`src/rtl/imem_load_ctrl.sv`:
```
// Instruction-memory load controller.
// Streams a program into an instruction BRAM, reads it back to confirm a
// rotate-xor checksum, then serves single-cycle core fetches from the BRAM.
module imem_load_ctrl #(
  parameter int ADDR_WIDTH = 10,
  parameter int DATA_WIDTH = 32
) (
  input  logic                  clk,
  input  logic                  rst,
  // program stream
  input  logic                  ld_start,
  input  logic [ADDR_WIDTH:0]   ld_len,
  input  logic                  ld_valid,
  input  logic [DATA_WIDTH-1:0] ld_data,
  output logic                  ld_ready,
  // core fetch
  input  logic                  f_req,
  input  logic [ADDR_WIDTH-1:0] f_addr,
  output logic                  f_valid,
  output logic [DATA_WIDTH-1:0] f_data,
  // BRAM write side
  output logic [ADDR_WIDTH-1:0] bram_w_addr,
  output logic [DATA_WIDTH-1:0] bram_w_dat,
  output logic                  bram_w_enb,
  // BRAM read side (1-cycle synchronous read)
  output logic [ADDR_WIDTH-1:0] bram_r_addr,
  output logic                  bram_r_enb,
  input  logic [DATA_WIDTH-1:0] bram_r_dat,
  // status
  output logic                  core_hold,
  output logic                  busy,
  output logic                  err
);

  localparam int CW = ADDR_WIDTH + 1;
  localparam logic [CW-1:0] MAX_LEN = {1'b1, {ADDR_WIDTH{1'b0}}};

  typedef enum logic [2:0] {
    IDLE   = 3'd0,
    LOAD   = 3'd1,
    VERIFY = 3'd2,
    RUN    = 3'd3,
    ERROR  = 3'd4
  } state_t;

  state_t                state;
  state_t                state_nxt;
  logic [CW-1:0]         len;
  logic [CW-1:0]         cnt;          // write index in LOAD, read index in VERIFY
  logic [DATA_WIDTH-1:0] csum_ld;      // checksum of the streamed words
  logic [DATA_WIDTH-1:0] csum_rd;      // checksum of the read-back words
  logic [DATA_WIDTH-1:0] csum_rd_nxt;  // csum_rd with any returning read folded in
  logic                  rd_pend;      // a VERIFY read was issued last cycle
  logic                  rd_issue;
  logic                  start_ok;
  logic                  can_start;

  // Checksum step: rotate left by one, then xor in the new word.
  function automatic logic [DATA_WIDTH-1:0] csum_fold(
    input logic [DATA_WIDTH-1:0] c,
    input logic [DATA_WIDTH-1:0] w
  );
    return {c[DATA_WIDTH-2:0], c[DATA_WIDTH-1]} ^ w;
  endfunction

  assign start_ok  = ld_start && (ld_len != '0) && (ld_len <= MAX_LEN);
  assign can_start = (state == IDLE) || (state == RUN) || (state == ERROR);
  assign rd_issue  = (state == VERIFY) && (cnt != len);

  // BRAM port muxing and stream handshake; write strobe is same-cycle with the handshake
  always_comb begin
    ld_ready    = (state == LOAD);
    bram_w_enb  = ld_ready & ld_valid;
    bram_w_addr = ld_ready ? cnt[ADDR_WIDTH-1:0] : '0;
    bram_w_dat  = ld_ready ? ld_data : '0;
    bram_r_enb  = 1'b0;
    bram_r_addr = '0;
    if (rd_issue) begin
      bram_r_enb  = 1'b1;
      bram_r_addr = cnt[ADDR_WIDTH-1:0];
    end else if (state == RUN) begin
      bram_r_enb  = f_req;
      bram_r_addr = f_addr;
    end
    f_data = f_valid ? bram_r_dat : '0;
  end

  // Next-state decode; the last VERIFY cycle compares after folding the final read
  always_comb begin
    state_nxt   = state;
    csum_rd_nxt = rd_pend ? csum_fold(csum_rd, bram_r_dat) : csum_rd;
    case (state)
      IDLE, RUN, ERROR: begin
        if (ld_start) state_nxt = start_ok ? LOAD : ERROR;
      end
      LOAD: begin
        if (ld_valid && (cnt == len - 1'b1)) state_nxt = VERIFY;
      end
      VERIFY: begin
        if (!rd_issue) state_nxt = (csum_rd_nxt == csum_ld) ? RUN : ERROR;
      end
      default: state_nxt = IDLE;
    endcase
  end

  // Controller state, counters, checksums and registered status/fetch outputs
  always_ff @(posedge clk) begin
    if (rst) begin
      state     <= IDLE;
      len       <= '0;
      cnt       <= '0;
      csum_ld   <= '0;
      csum_rd   <= '0;
      rd_pend   <= 1'b0;
      core_hold <= 1'b1;
      busy      <= 1'b0;
      err       <= 1'b0;
      f_valid   <= 1'b0;
    end else begin
      rd_pend <= 1'b0;
      case (state)
        IDLE, RUN, ERROR: begin
          if (start_ok) begin
            len     <= ld_len;
            cnt     <= '0;
            csum_ld <= '0;
          end
        end
        LOAD: begin
          if (ld_valid) begin
            cnt     <= cnt + 1'b1;
            csum_ld <= csum_fold(csum_ld, ld_data);
            if (state_nxt == VERIFY) begin
              cnt     <= '0;
              csum_rd <= '0;
            end
          end
        end
        VERIFY: begin
          csum_rd <= csum_rd_nxt;
          rd_pend <= rd_issue;
          if (rd_issue) cnt <= cnt + 1'b1;
        end
        default: ;
      endcase
      // a load request in RUN pre-empts the response of a same-cycle fetch
      f_valid   <= (state == RUN) && f_req && !ld_start;
      state     <= state_nxt;
      core_hold <= (state_nxt != RUN);
      busy      <= (state_nxt == LOAD) || (state_nxt == VERIFY);
      err       <= (state_nxt == ERROR);
    end
  end

endmodule

```
`config.mk`:
```
export PLATFORM = sky130hd
export DESIGN_NAME = imem_load_ctrl
export DESIGN_NICKNAME = d
export VERILOG_FILES = /design/src/rtl/imem_load_ctrl.sv
export SDC_FILE = /design/constraint.sdc
export NUM_CORES = 1
export LEC_CHECK = 0
export CORE_UTILIZATION = 35
export DETAILED_ROUTE_END_ITERATION = 6
export DONT_BUFFER_PORTS = 1
export PLACE_DENSITY_LB_ADDON = 0.1
export SETUP_SLACK_MARGIN = 0.2
export SLEW_MARGIN = 0
export SYNTH_ARGS = -nofsm -noshare
export SYNTH_HDL_FRONTEND = slang
export SYNTH_SLANG_ARGS = --single-unit
```
`constraint.sdc`:
```
create_clock -name clk -period 2.8 [get_ports clk]
set_input_delay 0.28 -clock clk [delete_from_list [all_inputs] [get_ports clk]]
set_output_delay 0.28 -clock clk [all_outputs]
set_load 0.02 [all_outputs]
```
==> impl_metrics.py <==
metrics = {
    "status": {
        "result_of_the_run": "complete, no violations",
    },
    "placement": {
        "placement.io_buffers": 0,
        "detailedPlacementHpwl_um": 14100,
        "placed_cells_incl_taps": 969,
        "gpl_congestion": 0.826,
    },
    "critical_path": {
        "cp_max_fo": 32,
        "worst-endpoint-arrival_ns": 2.86,
        "critical_path.startpoint_type": "register",
        "critical_path_required_ns": 3.04,
        "critPathCaptureType": "register",
        "setup_cp_type": "reg -> reg",
    },
    "cts": {
        "cts_sinks": 94,
        "clk_transition_reported_paths_ns": 0.06,
        "root_buffer_cell": "sky130_fd_sc_hd__clkbuf_16",
        "tritoncts": "done",
        "cts.htree.levels": 3,
        "cts_made_buffers": 9,
        "clkLatencyLatePin_ns": 0.35,
        "cts_setup_buffers": 0,
        "cts_buffer_depth": 2,
    },
    "final_layout": {
        "stdcell_count": 987,
        "n_fill_cell": 1752,
        "multi_input_comb_area_um2": 4310,
        "antenna_cells": 0,
        "synthToLayoutAreaGrowth_pct": 12.8,
        "drive_above_1_share_pct": 10.6,
        "ff_latch_area_um2": 1890,
        "finish.net_count": 850,
    },
    "power_and_ir_drop": {
        "irDropWorstVdd_mv": 0.294,
        "p_per_area_nw_per_um2": 441,
        "reported_leakage_power_nw": 2.58,
    },
    "logic_synthesis": {
        "seq_area_frac_synth_pct": 29.8,
        "number_of_synthesized_register_bits": 94,
        "synth-warning-count": 0,
        "average_cell_area_after_synthesis_um2": 8.28,
        "ys_dominant_reg_cell": "sky130_fd_sc_hd__dfxtp_1",
        "post_synthesis_cell_area_um2": 6310,
        "netlist-cell-type-count": 56,
        "synth-edff-count": 0,
        "synth-async-reset-ratio_pct": 0,
        "synth_cells": 762,
        "mappedNetlistNets": 854,
    },
    "floorplan": {
        "floorplan.initialDensity_pct": 36.1,
        "floorplan.die.width_um": 136,
        "rows": 48,
        "die_area_um2": 18600,
        "core_area_um2": 17500,
        "chipHeight_um": 136,
        "boundaryPins": 181,
    },
    "route": {
        "routed_via_density": 5.35,
        "route.met2.wl_um": 9630,
        "wl_met1_um": 8280,
        "dr_total_vias": 5283,
        "detail_route.drc_violations": 0,
        "ant_nets": 0,
        "met3WireLength_um": 912,
        "maxUsedRoutingLayer": "met4",
        "wire_per_inst_um": 19.4,
        "first_iter_violations": 271,
        "detailedRoute.firstPassIterationCount": 4,
        "routed_wl_um": 19100,
    },
    "worst_hold_path": {
        "worst_hold_path_type": "in -> reg",
    },
    "timing": {
        "final_min_period_over_clock_period_pct": 93.6,
        "totalNegativeSetupSlack_ns": 0,
        "max_freq_ghz": 0.382,
        "report.final.slew_viol_count": 0,
        "finalHoldViolations": 0,
        "final.min_clock_period_ns": 2.62,
        "timing.clock.skew_ns": 0.0101,
        "slew_at_the_pin_with_the_worst_max_slew_slack_ns": 1.01,
        "timing.final.setup_violations": 0,
        "worst_slew_margin_rel_pct": 32.6,
        "unrepaired_setup_endpoints_after_global_routing": "true",
    },
    "global_route": {
        "gr-total-overflow": 0,
        "wire_length_of_the_first_global_routing_pass_um": 28300,
        "gr-usage-all-layers_pct": 20.6,
        "grt_start_max_net_pins": 83,
        "number_of_antenna_violations_at_the_first_check_in_global_routing": 0,
        "vias_in_the_first_global_route": 4922,
    },
    "job": {
        "drv.max_cap_violation_count": 0,
    },
}
==> cell usage in the layout (no fill, tap or decap), types with 3 or more instances in the layout <==
master	instances
sky130_fd_sc_hd__and2_1	76
sky130_fd_sc_hd__buf_4	30
sky130_fd_sc_hd__and3_1	4
sky130_fd_sc_hd__o211ai_1	3
sky130_fd_sc_hd__xnor2_2	4
sky130_fd_sc_hd__clkbuf_16	9
sky130_fd_sc_hd__nand4_1	14
sky130_fd_sc_hd__nor2_1	120
sky130_fd_sc_hd__dfxtp_1	86
sky130_fd_sc_hd__o21ai_0	4
sky130_fd_sc_hd__nand2_1	70
sky130_fd_sc_hd__xor2_1	20
sky130_fd_sc_hd__a22o_1	10
sky130_fd_sc_hd__nand2b_1	3
sky130_fd_sc_hd__a31oi_1	33
sky130_fd_sc_hd__nor3_1	5
sky130_fd_sc_hd__inv_1	12
sky130_fd_sc_hd__xnor2_1	101
sky130_fd_sc_hd__o22a_1	32
sky130_fd_sc_hd__xnor3_1	21
sky130_fd_sc_hd__a21oi_1	19
sky130_fd_sc_hd__nand3_1	6
sky130_fd_sc_hd__nor2b_1	6
sky130_fd_sc_hd__nor4_1	8
sky130_fd_sc_hd__or4_1	4
sky130_fd_sc_hd__dfxtp_2	8
==> cell usage after synthesis (all sizes together) (3+ instances only) <==
cell | n | share of area (%)
nand4 | 14 | 1.4
or4 | 4 | 0.48
nand2 | 72 | 4.3
xnor3 | 21 | 7.5
xor2 | 20 | 2.8
nand3 | 6 | 0.48
a31oi | 35 | 3.5
o211ai | 3 | 0.36
clkbuf | 42 | 2.5
dfxtp | 94 | 30
nand2b | 3 | 0.30
xnor2 | 105 | 15
o22a | 32 | 4.4
nor2 | 121 | 7.2
nor2b | 6 | 0.60
nor4 | 9 | 1.1
a22o | 10 | 1.4
o21ai | 5 | 0.40
nor3 | 6 | 0.56
buf | 8 | 0.71
nor4b | 3 | 0.52
and3 | 4 | 0.40
a21oi | 20 | 1.6
inv | 13 | 0.77
and2 | 76 | 7.5
==> per-layer routing <==
| layer | global-route usage (%) | vias up |
|---|---|---|
| met1 | 25.3 | 2533 |
| li1 | - | 2568 |
| met2 | 35.8 | 168 |
| met5 | 0 | - |
| met3 | 4.33 | 14 |
| met4 | 6.42 | 0 |
==> cell type report <==
cell class	instances	share of cell area (%)
clock buffers	12	3.60
clock inverters	3	0.615
inverters	13	0.686
multi-input cells	606	60.6
flip-flops and latches	94	26.6
well taps	225	3.95
repair buffers	34	4.01
==> logic make-up after synthesis <==
logic type	count (synthesis)	share of synthesized area, %
simple gates	334	26.1
xor+xnor	146	25.0
compound gates	121	14.4
flops	94	29.8
buf+inv	63	3.99
mux	2	0.337
fa+ha+maj	2	0.397
==> state kept, by name, summed over array words and instances, names as in the netlist, 3 cells and up <==
signal and flops:
cnt 11, csum_ld 32, csum_rd 32, len 11
state 3
==> metrics by stage <==
stage          hold WS, ns  utilization (%)  setup WS (ns)  power, W  area [um2]
6_report            0.0209             40.7          0.181   0.00314        7120
2_1_floorplan        0.408                -          0.200   0.00177        6310
3_3_place_gp         0.366             38.2         0.0920   0.00186        6670
3_5_place_dp         0.367             38.2         0.0243   0.00186        6670
5_1_grt            0.00430             40.7         0.0957   0.00327        7120
4_1_cts           0.000562             40.4          0.173   0.00318        7060
==> path summary, 6_finish.rpt <==
path / end / from / cells after the start / slack, ns
hold reg to reg: len[4] / len[4] / 2 / 0.52
hold / removal: f_valid / ld_start / 1 / 0.02
setup / recovery: csum_rd[30] / len[0] / 9 / 0.18
setup reg to reg: csum_rd[30] / len[0] / 9 / 0.18
==> timing repair <==
item / in CTS / in global routing
pin swaps: 5 / 10
resized for setup: 12 / 12
cloned: 1 / 0
hold buffers: 1 / 1
setup endpoints to repair: 46 / 57
endpoints found under the hold margin: 4 / 4
==> power breakdown <==
part,switching (W),internal (W)
logic,0.000246,0.000213
registers,0.0000415,0.00136
clock network,0.000537,0.000737
==> worst max-delay path, cell delays in order (launching register included) <==
cell and delay [ns]:
sky130_fd_sc_hd__dfxtp_2 0.34, sky130_fd_sc_hd__inv_2 0.04, sky130_fd_sc_hd__ha_4 0.22, sky130_fd_sc_hd__xnor2_1 0.11
sky130_fd_sc_hd__or4b_1 0.51, sky130_fd_sc_hd__a2111o_1 0.42, sky130_fd_sc_hd__nor4b_4 0.38, sky130_fd_sc_hd__buf_12 0.24
sky130_fd_sc_hd__o22a_1 0.17, sky130_fd_sc_hd__nor2_1 0.04
No activity file was read; power rests on OpenSTA's default activity.
